## src/rtl/ts_pkg.sv

```systemverilog
// Shared constants, header field layouts and FSM state type for the
// MPEG-2 TS packet generator.
package ts_pkg;

  localparam int unsigned BYTE_W = 8;
  localparam int unsigned PID_W  = 13;
  localparam int unsigned CC_W   = 4;
  localparam int unsigned GAP_W  = 8;
  localparam int unsigned CNT_W  = 32;

  localparam logic [BYTE_W-1:0] TS_SYNC_BYTE     = 8'h47;
  localparam int unsigned       TS_PKT_LEN       = 188;
  localparam int unsigned       TS_HDR_LEN       = 4;
  localparam logic [1:0]        AFC_PAYLOAD_ONLY = 2'b01;

  typedef enum logic [1:0] {IDLE, HEADER, PAYLOAD, GAP} ts_state_e;

  // Header byte 1: error/start/priority flags plus the PID high bits
  typedef struct packed {
    logic       tei;
    logic       pusi;
    logic       prio;
    logic [4:0] pid_hi;
  } ts_hdr_b1_t;

  // Header byte 3: scrambling control, adaptation field control, CC
  typedef struct packed {
    logic [1:0]      scr;
    logic [1:0]      afc;
    logic [CC_W-1:0] cc;
  } ts_hdr_b3_t;

endpackage

```

## src/rtl/ts_header_builder.sv

```systemverilog
// Combinational TS header byte selector.
// Ports:
//   idx_i      - header byte index 0..3
//   pid_i      - PID of the packet being built
//   cc_i       - continuity counter of the packet being built
//   hdr_byte_c - header byte for idx_i (combinational)
module ts_header_builder
  import ts_pkg::*;
(
  input  logic [1:0]        idx_i,
  input  logic [PID_W-1:0]  pid_i,
  input  logic [CC_W-1:0]   cc_i,
  output logic [BYTE_W-1:0] hdr_byte_c
);

  ts_hdr_b1_t b1_c;
  ts_hdr_b3_t b3_c;

  assign b1_c = '{tei: 1'b0, pusi: 1'b1, prio: 1'b0, pid_hi: pid_i[12:8]};
  assign b3_c = '{scr: 2'b00, afc: AFC_PAYLOAD_ONLY, cc: cc_i};

  always_comb begin
    hdr_byte_c = TS_SYNC_BYTE;
    case (idx_i)
      2'd1:    hdr_byte_c = b1_c;
      2'd2:    hdr_byte_c = pid_i[7:0];
      2'd3:    hdr_byte_c = b3_c;
      default: hdr_byte_c = TS_SYNC_BYTE;
    endcase
  end

endmodule

```

## src/rtl/ts_packet_generator.sv

```systemverilog
// MPEG-2 TS packet source feeding one FIFO write port with a valid/ready
// byte stream: sync byte, PID, continuity counter and a counting payload.
// Optional macro LOSS_INJECT_EN: every DROP_PERIOD completed packets the CC
// skips one value to emulate a lost packet.
// Ports:
//   clk, rst   - clock, synchronous active-high reset
//   enable     - start/continue generation (packets never truncated)
//   pid        - PID, latched at packet start
//   gap        - idle cycles between packets, sampled on the eop transfer
//   ready      - sink can accept a byte
//   byte_data  - stream byte, valid with valid
//   sop, eop   - first / last byte of a packet
//   cc_out     - CC of the packet in flight
//   pkt_count  - packets fully transferred
module ts_packet_generator
  import ts_pkg::*;
#(
  parameter int unsigned DATA_WIDTH  = 8,
  parameter int unsigned PKT_LEN     = TS_PKT_LEN,
  parameter int unsigned DROP_PERIOD = 16
) (
  input  logic                  clk,
  input  logic                  rst,
  input  logic                  enable,
  input  logic [PID_W-1:0]      pid,
  input  logic [GAP_W-1:0]      gap,
  input  logic                  ready,
  output logic [DATA_WIDTH-1:0] byte_data,
  output logic                  valid,
  output logic                  sop,
  output logic                  eop,
  output logic [CC_W-1:0]       cc_out,
  output logic [CNT_W-1:0]      pkt_count
);

  localparam int unsigned      IDX_W     = $clog2(PKT_LEN);
  localparam logic [IDX_W-1:0] LAST_IDX  = IDX_W'(PKT_LEN - 1);
  localparam logic [IDX_W-1:0] FIRST_PLD = IDX_W'(TS_HDR_LEN);

  ts_state_e                 state_q;
  logic [IDX_W-1:0]          idx_q;
  logic [PID_W-1:0]          pid_q;
  logic [CC_W-1:0]           cc_q;
  logic [CNT_W-1:0]          cnt_q;
  logic [GAP_W-1:0]          gap_q;
  logic                      valid_q, sop_q, eop_q;
  logic [DATA_WIDTH-1:0]     data_q;

  logic                      xfer_c, last_xfer_c, start_c;
  logic [IDX_W-1:0]          nidx_c;
  logic [BYTE_W-1:0]         hdr_c, payload_c, next_byte_c;
  logic [CC_W-1:0]           cc_next_c;

  assign xfer_c      = valid_q & ready;
  assign last_xfer_c = xfer_c & eop_q;
  assign nidx_c      = idx_q + IDX_W'(1);

  // Next byte is prepared while the current one is on the bus
  ts_header_builder u_hdr (
    .idx_i      (nidx_c[1:0]),
    .pid_i      (pid_q),
    .cc_i       (cc_q),
    .hdr_byte_c (hdr_c)
  );

  assign payload_c   = BYTE_W'(cnt_q[BYTE_W-1:0] + BYTE_W'(nidx_c) - BYTE_W'(TS_HDR_LEN));
  assign next_byte_c = (nidx_c < FIRST_PLD) ? hdr_c : payload_c;

  // A new packet header is launched from idle, after the gap, or back-to-back
  always_comb begin
    start_c = 1'b0;
    case (state_q)
      IDLE:            start_c = enable;
      HEADER, PAYLOAD: start_c = last_xfer_c & enable & (gap == '0);
      GAP:             start_c = enable & (gap_q <= GAP_W'(1));
      default:         start_c = 1'b0;
    endcase
  end

`ifdef LOSS_INJECT_EN
  localparam int unsigned DROP_W = $clog2(DROP_PERIOD + 1);
  logic [DROP_W-1:0] drop_q;
  logic              drop_hit_c;

  assign drop_hit_c = (drop_q + DROP_W'(1)) == DROP_W'(DROP_PERIOD);
  assign cc_next_c  = drop_hit_c ? cc_q + CC_W'(2) : cc_q + CC_W'(1);

  // Completed-packet counter that schedules the emulated loss
  always_ff @(posedge clk) begin
    if (rst)              drop_q <= '0;
    else if (last_xfer_c) drop_q <= drop_hit_c ? '0 : drop_q + DROP_W'(1);
  end
`else
  logic [31:0] unused_drop_period_c;
  assign unused_drop_period_c = 32'(DROP_PERIOD);
  assign cc_next_c            = cc_q + CC_W'(1);
`endif

  // Packet FSM with registered stream outputs
  always_ff @(posedge clk) begin
    if (rst) begin
      state_q <= IDLE;
      idx_q   <= '0;
      pid_q   <= '0;
      cc_q    <= '0;
      cnt_q   <= '0;
      gap_q   <= '0;
      valid_q <= 1'b0;
      sop_q   <= 1'b0;
      eop_q   <= 1'b0;
      data_q  <= '0;
    end else begin
      if (last_xfer_c) begin
        cnt_q <= cnt_q + CNT_W'(1);
        cc_q  <= cc_next_c;
        gap_q <= gap;
      end
      if (start_c) begin
        state_q <= HEADER;
        idx_q   <= '0;
        pid_q   <= pid;
        valid_q <= 1'b1;
        sop_q   <= 1'b1;
        eop_q   <= 1'b0;
        data_q  <= DATA_WIDTH'(TS_SYNC_BYTE);
      end else begin
        case (state_q)
          HEADER, PAYLOAD: begin
            if (xfer_c) begin
              if (eop_q) begin
                state_q <= GAP;
                idx_q   <= '0;
                valid_q <= 1'b0;
                sop_q   <= 1'b0;
                eop_q   <= 1'b0;
              end else begin
                idx_q  <= nidx_c;
                data_q <= DATA_WIDTH'(next_byte_c);
                sop_q  <= 1'b0;
                eop_q  <= (nidx_c == LAST_IDX);
                if (nidx_c == FIRST_PLD) state_q <= PAYLOAD;
              end
            end
          end
          GAP: begin
            if (gap_q <= GAP_W'(1)) state_q <= IDLE;
            else                    gap_q   <= gap_q - GAP_W'(1);
          end
          default: ;
        endcase
      end
    end
  end

  assign byte_data = data_q;
  assign valid     = valid_q;
  assign sop       = sop_q;
  assign eop       = eop_q;
  assign cc_out    = cc_q;
  assign pkt_count = cnt_q;

endmodule

```

## config.mk

```make
export PLATFORM = sky130hd
export DESIGN_NAME = ts_packet_generator
export DESIGN_NICKNAME = d
export VERILOG_FILES = /design/src/rtl/ts_pkg.sv /design/src/rtl/ts_header_builder.sv /design/src/rtl/ts_packet_generator.sv
export SDC_FILE = /design/constraint.sdc
export NUM_CORES = 1
export LEC_CHECK = 0
export ABC_CLOCK_PERIOD_IN_PS = 3080
export CORE_ASPECT_RATIO = 0.9
export CORE_MARGIN = 3
export CORE_UTILIZATION = 50
export CTS_BUF_LIST = sky130_fd_sc_hd__clkbuf_16
export DETAILED_ROUTE_END_ITERATION = 16
export PLACE_DENSITY = 0.76
export SETUP_SLACK_MARGIN = 0.2
export SKIP_LAST_GASP = 1
export SYNTH_ARGS = -nofsm -noshare
export SYNTH_HDL_FRONTEND = slang
export SYNTH_SLANG_ARGS = --single-unit
export TNS_END_PERCENT = 20
```

## constraint.sdc

```tcl
create_clock -name clk -period 3.08 [get_ports clk]
set_clock_uncertainty 0.1 [all_clocks]
set_input_delay 0.924 -clock clk [delete_from_list [all_inputs] [get_ports clk]]
set_output_delay 0.924 -clock clk [all_outputs]
set_load 0.1 [all_outputs]
```

==> results of run 1 <==
-- report_power, final --
group          switching, uW  internal [uW]
registers               15.4           1030
logic                    142           82.6
clock network            433            547
-- area by class of cell --
class | instances | share of cell area, %
Clock inverter | 7 | 0.899
Timing Repair Buffer | 88 | 13.6
Tap cell | 115 | 2.65
Multi-Input combinational cell | 395 | 48.5
Inverter | 17 | 1.18
Clock buffer | 9 | 4.15
Sequential cell | 78 | 28.9
-- through the flow --
stage / cells / worst slack [ns] / total power, uW / hold WS [ns] / instance area [um2]
2_1_floorplan: 515 / 0.216 / 1210 / 0.325 / 4390
3_3_place_gp: 693 / 0.121 / 1290 / 0.336 / 5110
3_5_place_dp: 693 / 0.0679 / 1290 / 0.346 / 5110
4_1_cts: 709 / 0.209 / 2260 / 0.353 / 5400
5_1_grt: 709 / 0.178 / 2330 / 0.386 / 5430
6_report: 709 / 0.288 / 2250 / 0.352 / 5430
-- state kept, by name, indices dropped and copies added (netlist names) --
register   cells
sop            1
byte_data      8
gap_q          8
state_q        2
pid_q         13
valid          1
idx_q          8
cc_out         4
eop            1
pkt_count     32
-- worst max-delay path, delay by kind of cell, from the launching register on --
family                   cells  cell delay (ns)
AO/OA/AOI/OAI                3             0.62
XOR/XNOR                     3             0.57
adder cells (fa/ha/maj)      2             0.57
flip-flops                   1             0.39
multiplexers                 1             0.10
AND/OR/NAND/NOR              2             0.32
-- worst max path at each step --
stage	endpoint	slack (ns)
detailed placement	gap_q[4]	0.07
floorplan	byte_data[6]	0.22
finish	byte_data[6]	0.29
CTS	byte_data[7]	0.21
global route	byte_data[7]	0.18
global placement	gap_q[4]	0.12
-- layout by cell type, fill, tap and decap left out, types with 4 or more instances in the layout --
cell             count
nor2_1              60
nand3_1             22
o21ai_1              5
ha_1                20
dfxtp_1             74
xnor2_1             22
clkdlybuf4s50_1     23
nand2_1             64
and3_1               5
a31oi_1              5
mux2i_1              4
nand2b_1             5
nand4_1              7
nand4b_1             5
inv_1               17
o21ai_0             13
a22o_1               4
buf_4               62
xor2_1              18
clkbuf_16            9
or3_1                8
a21oi_1             42
a211oi_1            12
-- cells by family after synthesis --
group	after synthesis	synth area share [%]
compound gates	109	16.7
xor+xnor	44	9.10
fa+ha+maj	22	6.45
buf+inv	42	5.02
flops	78	35.6
mux	4	0.913
simple gates	216	26.2
-- layer usage --
metal  share of wire [%]  global-route usage (%)  vias up
li1                    -                       -     1946
met1                  46                    27.9     1819
met2                  47                    35.6      110
met3                 5.5                    5.60       24
met4                 1.9                    7.65        0
met5                   0                       0        -
-- what timing repair did --
item	CTS	global route
endpoints found under the hold margin	0	0
pin swaps	0	2
gates resized for setup	4	8
endpoints found under the setup margin	2	3
==> impl_metrics.ini, run 1 <==
[run_status]
status = finished clean

[synthesis]
yosys_warnings = 0
synth_top_area_cell = dfxtp_1
ys_top_cells_by_count = 78 x dfxtp_1, 64 x nand2_1, 60 x nor2_1, 42 x a21oi_1, 23 x xnor2_1
syn-num-nets = 562
synth_most_common_cell = dfxtp_1
syn_area_mm2 = 0.00438
ys_types = 69
synth_seq_cells = 78
synthFlopType = dfxtp_1
synth.top_cell.area_share_pct = 35.6
avgSynthCellArea_um2 = 8.51
netlist_top_cells_area = dfxtp_1 36%, ha_1 6.0%, nand2_1 5.5%, nor2_1 5.1%, a21oi_1 4.8%
synth_edf_count = 0
yosysSeqAreaShare_pct = 35.6
async_flop_share_pct = 0
synthesis.instances = 515

[hold_path]
whs_endpoint = pid_q[11]
hp-start = pid_q[11]
hold_depth = 2
hp-class = flop to flop

[place]
gp_congestion = 0.926
hpwl_um = 7850
port_buffers = 71

[worst_setup_path]
rrSetupSlack_ns = 0.29
r2r-end = byte_data[6]
timing.critical_path.arrival_ns = 2.91
worstReg2RegStart = idx_q[1]
crit_fanout = 8
max_stage_delay_ns = 0.39
worstPathRequired_ns = 3.20
setup.worst_path.end_class = flop
path_common_cell = xor2_1
setup.worst_path.start = idx_q[1]
critPathLaunchType = flop
worstRegToRegCells = 11
crit_chain = ha_2 -> nand3_1 -> xor2_2 -> xor2_1 -> ha_1 -> and2_1 -> a311o_1 -> a21oi_1 -> xor2_1 -> mux2i_1 -> o2bb2ai_1
crit_type = flop to flop
slowest_stage = dfxtp_4

[detailed_routing]
vias_per_cell = 5.50
post_drt_wl_per_cell_um = 15.1
ant_nets = 0
drt-pass1-iter-count = 6
vias = 3899
drcViolationCount = 0
routed_wl_um = 10700
drtIter0Drc = 182

[clock_network]
post-cts-setup-buffers = 0
cts_hold_buf = 0
clkTransAtPathRegs_ns = 0.06
tritoncts = built
cts.sinks = 78
clk_latency_ns = 0.34
ctsLongestPathBuffers = 2
htreeDepth = 3
cts_inserted_buffers = 9
cts-root-buf = clkbuf_16

[timing]
worstMarginPinSlew_ns = 0.530
tns_ns = 0
slew_viol_final = 0
rsz0062_at_grt = no
period_needed_ns = 2.79
setup_viol = 0
fmax_ghz = 0.358
hold_viol = 0
fin_crit_sh_pct = 90.6
max_slew_margin_pct = 64.4

[final_layout]
multi_input_area_mm2 = 0.00264
fillers = 729
n_antenna_cell = 0
nNetsFinal = 636
areaGrowthSynthToFinish_pct = 23.8
drive_gt1_share_pct = 19.0
utilization_pct = 65.4
regArea_mm2 = 0.00157

[power_and_ir_drop]
ir_drop_mv = 0.248
p_leak_uw = 0.00214
cellPowerDensity_mw_per_mm2 = 414

[floorplanning]
start_util_pct = 52.8
core_mm2 = 0.00830
ios = 72
num_rows = 31
dieArea_mm2 = 0.00993
dieHeight_um = 94.8
die_x_um = 105

[global_routing]
grt_max_degree = 34
grt_usage_pct = 21.7
antenna_found_initial = 0
grt_pass1_wl_um = 17500
grt_pass1_vias = 3707
grt.overflow.total = 0

[flow_run]
drv_cap = 0
No activity file was read; power rests on OpenSTA's default activity.
==> run 2, diff against run 1 <==
--- a/config.mk
+++ b/config.mk
@@ -5,6 +5,7 @@
 export SDC_FILE = /design/constraint.sdc
 export NUM_CORES = 1
 export LEC_CHECK = 0
+export ABC_AREA = 0
 export ABC_CLOCK_PERIOD_IN_PS = 3080
 export CORE_ASPECT_RATIO = 0.9
 export CORE_MARGIN = 3
==> results of run 2 <==
The final DEF is identical to that of run 1; final timing and power are the same.
==> run 3, diff against run 2 <==
--- a/config.mk
+++ b/config.mk
@@ -7,12 +7,14 @@
 export LEC_CHECK = 0
 export ABC_AREA = 0
 export ABC_CLOCK_PERIOD_IN_PS = 3080
+export CELL_PAD_IN_SITES_DETAIL_PLACEMENT = 1
+export CELL_PAD_IN_SITES_GLOBAL_PLACEMENT = 1
 export CORE_ASPECT_RATIO = 0.9
 export CORE_MARGIN = 3
-export CORE_UTILIZATION = 50
+export CORE_UTILIZATION = 40
 export CTS_BUF_LIST = sky130_fd_sc_hd__clkbuf_16
 export DETAILED_ROUTE_END_ITERATION = 16
-export PLACE_DENSITY = 0.76
+export PLACE_DENSITY_LB_ADDON = 0.1
 export SETUP_SLACK_MARGIN = 0.2
 export SKIP_LAST_GASP = 1
 export SYNTH_ARGS = -nofsm -noshare
==> run 3 against run 2 <==
  * Fmax down 1.5%
  * Power up 11%
  * Die area up 23%
  * Wire length up 23%
  * Count of clock-buffer cells in the layout unchanged
  * Global-route usage down 0.22 points
  * Sequential share of layout area down 0.93 points
  * Utilization down 12 points
  * Critical path depth down 1
  * Cell area up 3.4%
  * Clock power up 26%
  * Non-clock buffer count up 11
  * Critical endpoint unchanged
  * Largest power group is now clock
==> impl_metrics.ini, run 3 (synthesized netlist as in run 1, its figures left out) <==
[place]
pre_cts_slack_ns = 0.0340
placed_cells = 716
hpwl_um = 9300
port_buffers = 71
gp_congestion = 0.904

[timing]
period_needed_ns = 2.83
max_slew_margin_pct = 64.2
tns_ns = 0
slew_viol_final = 0
fin_crit_sh_pct = 92.0
fmax_ghz = 0.353
setup_viol = 0
worstMarginPinSlew_ns = 0.533
rsz0062_at_grt = yes
fin_ws_ns = 0.246
hold_viol = 0

[detailed_routing]
routed_wl_um = 13200
drtIter0Drc = 197
ant_nets = 0
vias = 3992
drt-pass1-iter-count = 4
post_drt_wl_per_cell_um = 18.0
drcViolationCount = 0
vias_per_cell = 5.45

[worst_setup_path]
max_stage_delay_ns = 0.39
r2r-end = byte_data[6]
critPathLaunchType = flop
setup.worst_path.end_class = flop
timing.critical_path.buf_inv = 1
crit_family = compound AO/OA/AOI/OAI gates
worst-path-stages = 10
worstRegToRegCells = 10
timing.critical_path.arrival_ns = 2.94
crit_chain = inv_1 -> ha_1 -> ha_1 -> ha_1 -> a21o_1 -> a311o_1 -> a21oi_2 -> xor2_2 -> mux2i_1 -> o2bb2ai_1
path_common_cell = ha_1
rrSetupSlack_ns = 0.25
slowest_stage = dfxtp_4
crit_type = flop to flop
worstReg2RegStart = idx_q[0]
crit_fanout = 6
worstPathRequired_ns = 3.19

[power_and_ir_drop]
cellPowerDensity_mw_per_mm2 = 446
ir_drop_mv = 0.247
p_leak_uw = 0.00222

[hold_path]
whs_endpoint = pid_q[3]
hp-class = flop to flop
hold_depth = 2
hp-start = pid_q[3]

[clock_network]
tritoncts = built
cts-root-buf = clkbuf_16
clkTransAtPathRegs_ns = 0.06
cts_hold_buf = 0
clk_latency_ns = 0.34
cts_inserted_buffers = 9
cts.sinks = 78
htreeDepth = 3
ctsLongestPathBuffers = 2

[floorplanning]
die_x_um = 116
num_rows = 35
dieHeight_um = 105
dieArea_mm2 = 0.0123
core_mm2 = 0.0105
start_util_pct = 41.9
ios = 72

[final_layout]
post_layout_nonfiller_instances = 733
n_antenna_cell = 0
regArea_mm2 = 0.00157
nNetsFinal = 647
multi_input_area_mm2 = 0.00267
areaGrowthSynthToFinish_pct = 28.1
drive_gt1_share_pct = 21.4
final_common_cell = buf_4
final_cell_mix = 74 x buf_4, 73 x dfxtp_1, 64 x nand2_1, 60 x nor2_1, 41 x a21oi_1
fillers = 1229
largest_reg_flops = 32

[global_routing]
grt_pass1_vias = 4094
grt_max_degree = 47
grt_pass1_wl_um = 21300
antenna_found_initial = 0
grt.overflow.total = 0
grt_usage_pct = 21.5

[flow_run]
drv_cap = 0

[run_status]
status = finished clean
run 3: area by class of cell:
class / count / share of cell area [%]
Clock buffer: 9 / 4.01
Clock inverter: 6 / 1.98
Inverter: 17 / 1.14
Multi-Input combinational cell: 395 / 47.5
Sequential cell: 78 / 28.0
Tap cell: 129 / 2.87
Timing Repair Buffer: 99 / 14.4
run 3: worst max path at each step:
stage / startpoint / end
after floorplan: pkt_count[3] / byte_data[6]
after global placement: gap[2] / idx_q[2]
after detailed placement: gap[2] / gap_q[4]
after CTS: idx_q[0] / byte_data[7]
after global routing: idx_q[0] / byte_data[6]
final: idx_q[0] / byte_data[6]
run 3: routing by layer:
| metal | vias to the layer above | wire [um] | GRT usage, % |
|---|---|---|---|
| met1 | 1933 | 6110 | 29.7 |
| met3 | 10 | 642 | 4.25 |
| li1 | 1966 | - | - |
| met2 | 83 | 6300 | 34.6 |
| met5 | - | 0 | 0 |
| met4 | 0 | 116 | 4.47 |
run 3: repair_timing:
item,in CTS,in global routing
resized for setup,4,13
pin swaps,1,3
setup buffers,0,2
setup endpoints to repair,3,3
run 3: through the flow:
step           hold WS [ns]  total power [uW]  cell area [um2]  utilization, %
2_1_floorplan         0.325              1210             4390               -
3_3_place_gp          0.340              1290             5190            49.6
3_5_place_dp          0.353              1290             5190            49.6
4_1_cts               0.358              2530             5540            52.9
5_1_grt               0.376              2590             5610            53.6
6_report              0.356              2500             5610            53.6
run 3: worst register-to-register path: stages (launching register included):
cell	delay [ns]
dfxtp_4	0.39
inv_1	0.09
ha_1	0.34
ha_1	0.29
ha_1	0.24
a21o_1	0.22
a311o_1	0.38
a21oi_2	0.20
xor2_2	0.21
mux2i_1	0.12
o2bb2ai_1	0.14
run 3: where the power goes:
part | switching, uW | internal [uW] | leakage, uW
clock | 443 | 788 | 0.000161
combinational | 146 | 81.4 | 0.00142
sequential | 17.1 | 1030 | 0.000635
